$ cat src/rtl/async_fifo_pkg.sv
// Shared defaults and the binary-to-Gray helper for the async_fifo block.
// Pointer code that crosses clock boundaries is always handled in Gray form.
package async_fifo_pkg;

  localparam int DSIZE_DEFAULT = 32;
  localparam int ASIZE_DEFAULT = 4;

  // Callers size the argument up to 32 bits and truncate the result back.
  function automatic logic [31:0] bin2gray(input logic [31:0] bin);
    return bin ^ (bin >> 1);
  endfunction

endpackage

$ cat src/rtl/async_fifo_mem.sv
// FIFO storage: 2**ASIZE x DSIZE words, synchronous write, asynchronous read.
// Contents are deliberately not reset; the pointers decide what is valid.
module async_fifo_mem
  import async_fifo_pkg::*;
#(
  parameter int DSIZE = DSIZE_DEFAULT,
  parameter int ASIZE = ASIZE_DEFAULT
) (
  input  logic             wclk_i,
  input  logic             wen_i,
  input  logic [ASIZE-1:0] waddr_i,
  input  logic [DSIZE-1:0] wdata_i,
  input  logic [ASIZE-1:0] raddr_i,
  output logic [DSIZE-1:0] rdata_o
);

  logic [DSIZE-1:0] mem_q [2**ASIZE];

  always_ff @(posedge wclk_i) begin
    if (wen_i) begin
      mem_q[waddr_i] <= wdata_i;
    end
  end

  assign rdata_o = mem_q[raddr_i];

endmodule

$ cat src/rtl/async_fifo.sv
// Gray-pointer FIFO with two-flop pointer synchronizers and registered flags.
// Both sides run on wclk; the synchronizer chains keep the classic flag latency.
module async_fifo
  import async_fifo_pkg::*;
#(
  parameter int DSIZE = DSIZE_DEFAULT,
  parameter int ASIZE = ASIZE_DEFAULT
) (
  input  logic             wclk,
  input  logic             wrst_n,
  input  logic             winc,
  input  logic [DSIZE-1:0] wdata,
  output logic             wfull,
  input  logic             rinc,
  output logic [DSIZE-1:0] rdata,
  output logic             rempty
);

  localparam int PW = ASIZE + 1;
  // Full when the write Gray pointer equals the read pointer with its two MSBs flipped.
  localparam logic [PW-1:0] FULL_MASK = PW'(3) << (ASIZE - 1);

  // Handshake: winc/rinc are the valid side, ~wfull/~rempty the ready side; a
  // transfer happens only on an edge where both are high, so requests may be
  // held across a full or empty condition without side effects.

  logic [PW-1:0] wbin_q, wbin_d, wptr_q, wptr_d;
  logic [PW-1:0] rbin_q, rbin_d, rptr_q, rptr_d;
  logic [PW-1:0] wq1_rptr_q, wq2_rptr_q;
  logic [PW-1:0] rq1_wptr_q, rq2_wptr_q;
  logic          wfull_q, wfull_d;
  logic          rempty_q, rempty_d;
  logic          w_accept, r_accept;

  assign w_accept = winc & ~wfull_q;
  assign r_accept = rinc & ~rempty_q;

  always_comb begin
    wbin_d   = wbin_q + PW'(w_accept);
    wptr_d   = PW'(bin2gray(32'(wbin_d)));
    wfull_d  = (wptr_d == (wq2_rptr_q ^ FULL_MASK));
    rbin_d   = rbin_q + PW'(r_accept);
    rptr_d   = PW'(bin2gray(32'(rbin_d)));
    rempty_d = (rptr_d == rq2_wptr_q);
  end

  always_ff @(posedge wclk or negedge wrst_n) begin
    if (!wrst_n) begin
      wbin_q     <= '0;
      wptr_q     <= '0;
      rbin_q     <= '0;
      rptr_q     <= '0;
      wq1_rptr_q <= '0;
      wq2_rptr_q <= '0;
      rq1_wptr_q <= '0;
      rq2_wptr_q <= '0;
      wfull_q    <= 1'b0;
      rempty_q   <= 1'b1;
    end else begin
      wbin_q     <= wbin_d;
      wptr_q     <= wptr_d;
      rbin_q     <= rbin_d;
      rptr_q     <= rptr_d;
      wq1_rptr_q <= rptr_q;
      wq2_rptr_q <= wq1_rptr_q;
      rq1_wptr_q <= wptr_q;
      rq2_wptr_q <= rq1_wptr_q;
      wfull_q    <= wfull_d;
      rempty_q   <= rempty_d;
    end
  end

  async_fifo_mem #(
    .DSIZE (DSIZE),
    .ASIZE (ASIZE)
  ) u_mem (
    .wclk_i  (wclk),
    .wen_i   (w_accept),
    .waddr_i (wbin_q[ASIZE-1:0]),
    .wdata_i (wdata),
    .raddr_i (rbin_q[ASIZE-1:0]),
    .rdata_o (rdata)
  );

  assign wfull  = wfull_q;
  assign rempty = rempty_q;

endmodule

$ cat config.mk
export PLATFORM = sky130hd
export DESIGN_NAME = async_fifo
export DESIGN_NICKNAME = d
export VERILOG_FILES = /design/src/rtl/async_fifo_pkg.sv /design/src/rtl/async_fifo_mem.sv /design/src/rtl/async_fifo.sv
export SDC_FILE = /design/constraint.sdc
export NUM_CORES = 1
export LEC_CHECK = 0
export ABC_AREA = 0
export CORE_UTILIZATION = 25
export DETAILED_ROUTE_END_ITERATION = 6
export REMOVE_ABC_BUFFERS = 1
export SETUP_SLACK_MARGIN = 0.3
export SLEW_MARGIN = 5
export SYNTH_ARGS = -nofsm -noshare
export SYNTH_HDL_FRONTEND = slang
export SYNTH_SLANG_ARGS = --single-unit
$ cat constraint.sdc
create_clock -name wclk -period 6.6 [get_ports wclk]
set_input_delay 1.32 -clock wclk [delete_from_list [all_inputs] [get_ports wclk]]
set_output_delay 1.32 -clock wclk [all_outputs]
set_load 0.01 [all_outputs]
## After elaboration in Yosys (flattened, before gate mapping)

Memories as Yosys holds them, arrays and structs flattened.
Index checks and enable logic that the tools add are counted.

- Memories: 1
- Input port bits: 36
- Memory bits (writable): 512
- Output and inout bits: 34
- Register bits: 42

Memory list:

| memory | depth | width | read ports | clocked after Yosys merged registers in | wr ports | line | source |
|---|---|---|---|---|---|---|---|
| u_mem.mem_q | 16 | 32 | 1 | 0 | 1 | async_fifo_mem.sv:17 | `logic [DSIZE-1:0] mem_q [2**ASIZE];` |

- Equality and inequality tests: 2
- Bitwise logic cells: 7
- Muxes and demuxes: 2
- $add $sub $neg: 2

Operators by type and width:

| cell | count |
|---|---|
| $add A5 B1 Y5 | 2 |
| $eq A5 B5 Y1 | 2 |
| $xor A5 B4 Y5 | 2 |
| $and A1 B1 Y1 | 2 |
| $mux W1 | 2 |
| $not A1 Y1 | 2 |
| $not A2 Y2 | 1 |

## Depth between registers and ports, before layout

- Word-level depth: 5
- Gate-level depth with buffers: 7
- Depth with buffers taken out: 7

## Cells and area by module

From an unflattened synthesis, not the netlist that was laid out.

- Cell total of the unflattened synthesis: 896
- Area, all modules: 20652.3 µm²

Modules (own cells, without submodules):

| module | area an instance (µm²) | instances | cells an instance | seq. area each (µm²) |
|---|---|---|---|---|
| async_fifo_mem | 19213.4 | 1 | 806 | 15374.7 |
| async_fifo | 1438.9 | 1 | 90 | 1002.2 |

## Worst setup path after synthesis

OpenSTA, ideal clock, no wires.

- Path kind: in2reg
- Start: input port winc
- End: memory u_mem.mem_q[0][0] (netlist bit), enable pin
- Data required time: 6139 ps
- Arrival: 4323 ps
- Stages on the path: 3
- Path slack: 1816 ps
- Library setup time: 461 ps
- Buffers on the path: 0
- Cells stage by stage: nor2b_1 -> or3b_2 -> nor3_1

- Word-level cells in the longest chain between the ends: 3

RTL lines:

| what | line | source |
|---|---|---|
| start: declaration | async_fifo.sv:11 | `input logic winc,` |
| $and A1 B1 Y1 | async_fifo.sv:35 | `assign w_accept = winc & ~wfull_q;` |
| $mux W1 | async_fifo_mem.sv:20 | `if (wen_i) begin` |
| $mux W1 (not written as such) | async_fifo_mem.sv:21 | `mem_q[waddr_i] <= wdata_i;` |
| end: declaration | async_fifo_mem.sv:17 |  |

Every way passes these cells.

## Worst setup path in the final report

- Start: register rbin_q[0]
- End: output port rdata[17]

- Word-level cells in the longest chain between the ends: 1

RTL lines:

| what | line | source |
|---|---|---|
| start: declaration | async_fifo.sv:28 | `logic [PW-1:0] rbin_q, rbin_d, rptr_q, rptr_d;` |
| start signal: assignment | async_fifo.sv:62 | `rbin_q <= rbin_d;` |
| $mem_v2 Z16 W32 | -- |  |
| end: declaration | async_fifo.sv:15 | `output logic [DSIZE-1:0] rdata,` |

Every way passes these cells.

==> impl_metrics.json <==
{
  "outcome": "finished, final reports clean",
  "worst_pin_slew_ns": 1.14,
  "holdPathEnd": "rq1_wptr_q[1]",
  "ys_types": 29,
  "critPathLaunchType": "register",
  "placementRows": 105,
  "hold_class": "register to register",
  "cts_tree": "yes",
  "comb_power_share": 0.295,
  "rsz0062_at_grt": "no",
  "ff2ff_path_depth": 4,
  "drv_cap": 0,
  "hold_viol": 0,
  "holdWs_ns": 0.344,
  "grt_pass1_vias": 10080,
  "slew_violations": 0,
  "r2r_slack_ns": 3.60,
  "seqPwrFrac": 0.426,
  "grt_antenna_before_repair": 7,
  "place_hpwl_mm": 24.6,
  "reg2reg_from": "wfull",
  "drc": 0,
  "peakVddDrop_v": 0.000235,
  "cts.sinks": 552,
  "core_sq_mm": 0.0818,
  "cp_max_fo": 42,
  "synth_top_cell_by_area": "edfxtp_1",
  "fmax_ghz": 0.204,
  "clk_pin_slew_ns": 0.06,
  "power.total_mw": 10.8,
  "setup_viol": 0,
  "post-cts-setup-buffer-count": 0,
  "area_growth_pct": 19.0,
  "fin_crit_ns": 4.90,
  "syn_inst": 899,
  "ctsHoldBuffers": 0,
  "gp_congestion": 0.710,
  "numPortBuffers": 69,
  "clockBufferDepth": 3,
  "required_ns": 5.28,
  "whs_path_depth": 0,
  "synth-edff-count": 512,
  "netlist.area_leader.share": 0.745,
  "synth_area_leaders": "edfxtp_1 74%, mux4_2 14%, dfrtp_1 4.7%, a22oi_1 2.3%, xor2_1 0.68%",
  "start_util": 0.252,
  "async_flop_share": 0.0725,
  "ant_nets": 0,
  "die_y_um": 289,
  "r2r-end": "u_mem.mem_q[6][15]",
  "internal-power_mw": 7.51,
  "dr.pass1.iters": 5,
  "synth-seq-area-share": 0.794,
  "track_usage": 0.111,
  "crit_path_max_incr_delay_ns": 0.99,
  "routed_wl_mm": 46.2,
  "end_kind": "output pin",
  "yosysWarnings": 0,
  "wl_per_cell_um": 21.8,
  "clkPwrFrac": 0.279,
  "io_pins": 70,
  "vias_per_cell": 4.45,
  "grt_overflow": 0,
  "fin_crit_sh": 0.742,
  "fin_nets": 1042,
  "switching_share": 0.305,
  "p_per_area_mw_per_mm2": 440,
  "path_buf_inv": 2,
  "htree_levels": 2,
  "cts_made_buffers": 55,
  "leakagePower_nw": 7.68,
  "clock_latency_ns": 0.62,
  "min_from": "wptr_q[1]",
  "crit_chain": "buf_12 -> mux4_2 -> a22oi_1 -> nand2_1 -> clkdlybuf4s50_1",
  "fp.dieW_um": 289,
  "critPathTopFamily": "flip-flops",
  "fin_setup_tns_ns": 0,
  "max_slew_margin": 0.243,
  "finClkSkew_ns": 0.0256,
  "grt_max_degree": 92,
  "die_area_sq_mm": 0.0837,
  "p_sw_mw": 3.30,
  "clock-root-buffer": "clkbuf_16",
  "path_class": "register to output pin",
  "cp.arrival_ns": 3.58,
  "drt_iter0_drc": 751,
  "num_vias": 9418,
  "cts-resized-gates": 0,
  "avgSynthCellArea_sq_um": 23.0,
  "finish.utilization": 0.300,
  "slowest_stage": "dfrtp_4",
  "ys.flop_type": "edfxtp_1",
  "grt_pass1_wl_mm": 67.6,
  "synth_area_sq_mm": 0.0206,
  "drive_above_1_share": 0.243,
  "ys_seq_elements": 552
}
## cell families (layout without fill, tap and decap cells)
kind of cell | count (synthesis) | in the layout | share of synthesized area
AND/OR/NAND/NOR | 73 | 73 | 0.0162
buffers and inverters | 49 | 197 | 0.0106
other | 0 | 1 | 0
adder cells (fa/ha/maj) | 5 | 5 | 0.00303
AO/OA/AOI/OAI | 68 | 68 | 0.0255
XOR/XNOR | 24 | 24 | 0.0115
multiplexers | 128 | 128 | 0.140
flip-flops | 552 | 552 | 0.794
## power by group through the flow
stage          Sequential [mW]  Clock [mW]  Combinational [mW]
4_1_cts                   4.61        3.08                3.29
3_5_place_dp              4.68           0                3.27
3_3_place_gp              4.66           0                3.26
6_report                  4.60        3.02                3.19
5_1_grt                   4.66        3.22                3.45
2_1_floorplan             4.76           0                1.96
## Yosys cell counts (3+ instances only)
master and number:
nor2_1 13, nand2_1 33, or3_1 4, nor3_1 4
ha_1 5, edfxtp_1 512, buf_1 4, dfrtp_1 39
xor2_1 16, xnor2_1 6, inv_1 3, a22oi_1 64
clkbuf_1 23, nor2b_1 3, buf_2 17, mux4_2 128
nand3_1 7
## state kept, by name, summed over array words and instances (netlist names)
register     flops
rbin_q           5
rempty           1
rptr_q           4
rq1_wptr_q       5
rq2_wptr_q       5
u_mem.mem_q    512
wbin_q           5
wfull            1
wptr_q           4
wq1_rptr_q       5
wq2_rptr_q       5
## worst max path at each step
stage              start                   to  slack [ns]  cells past startpoint
2_1_floorplan  rbin_q[0]             rdata[0]       -0.62                      3
3_3_place_gp   rbin_q[0]             rdata[9]        2.22                      5
3_5_place_dp        winc  u_mem.mem_q[14][16]        2.15                      5
4_1_cts        rbin_q[0]             rdata[9]        1.51                      5
5_1_grt        rbin_q[0]             rdata[9]        1.42                      5
6_report       rbin_q[0]            rdata[17]        1.70                      5
## layout by cell type, fill, tap and decap left out, types with 3 or more instances in the layout
cell	synthesis	routed
inv_1	3	3
clkdlybuf4s50_1	0	68
nor3_2	0	4
buf_4	1	19
mux4_2	128	128
xnor2_1	6	6
bufinv_16	0	4
clkbuf_16	0	55
clkbuf_1	23	11
clkinv_2	0	13
buf_12	0	3
clkinv_1	0	15
edfxtp_1	512	512
nor2_4	0	13
nand3_1	7	7
a22oi_1	64	64
xor2_1	16	16
ha_1	5	5
nand2_1	33	33
or3_1	4	4
dfrtp_1	39	37
## through the flow
stage	area (sq um)	instances	setup WS, ns
2_1_floorplan	20400	853	-0.624
3_3_place_gp	22800	2014	2.22
3_5_place_dp	22800	2014	2.15
4_1_cts	24600	2117	1.51
5_1_grt	24600	2117	1.42
6_report	24600	2118	1.70
## cell type report
cell class                 count  area (sq um)
fill                        7846         57300
sequential                   552         16400
multi-input combinational    298          4170
clock buffer                  66          1420
tap                         1070          1340
timing repair buffer          91           888
clock inverter                37           340
inverter                       3          11.3
antenna                        1          2.50
## layer usage
metal / track usage / share of wire
met1: 0.151 / 0.43
met4: 0.0288 / 0.018
met3: 0.0300 / 0.073
met2: 0.174 / 0.47
met5: 0 / 0.0014
Note: power is estimated with default switching activity, not from simulation.
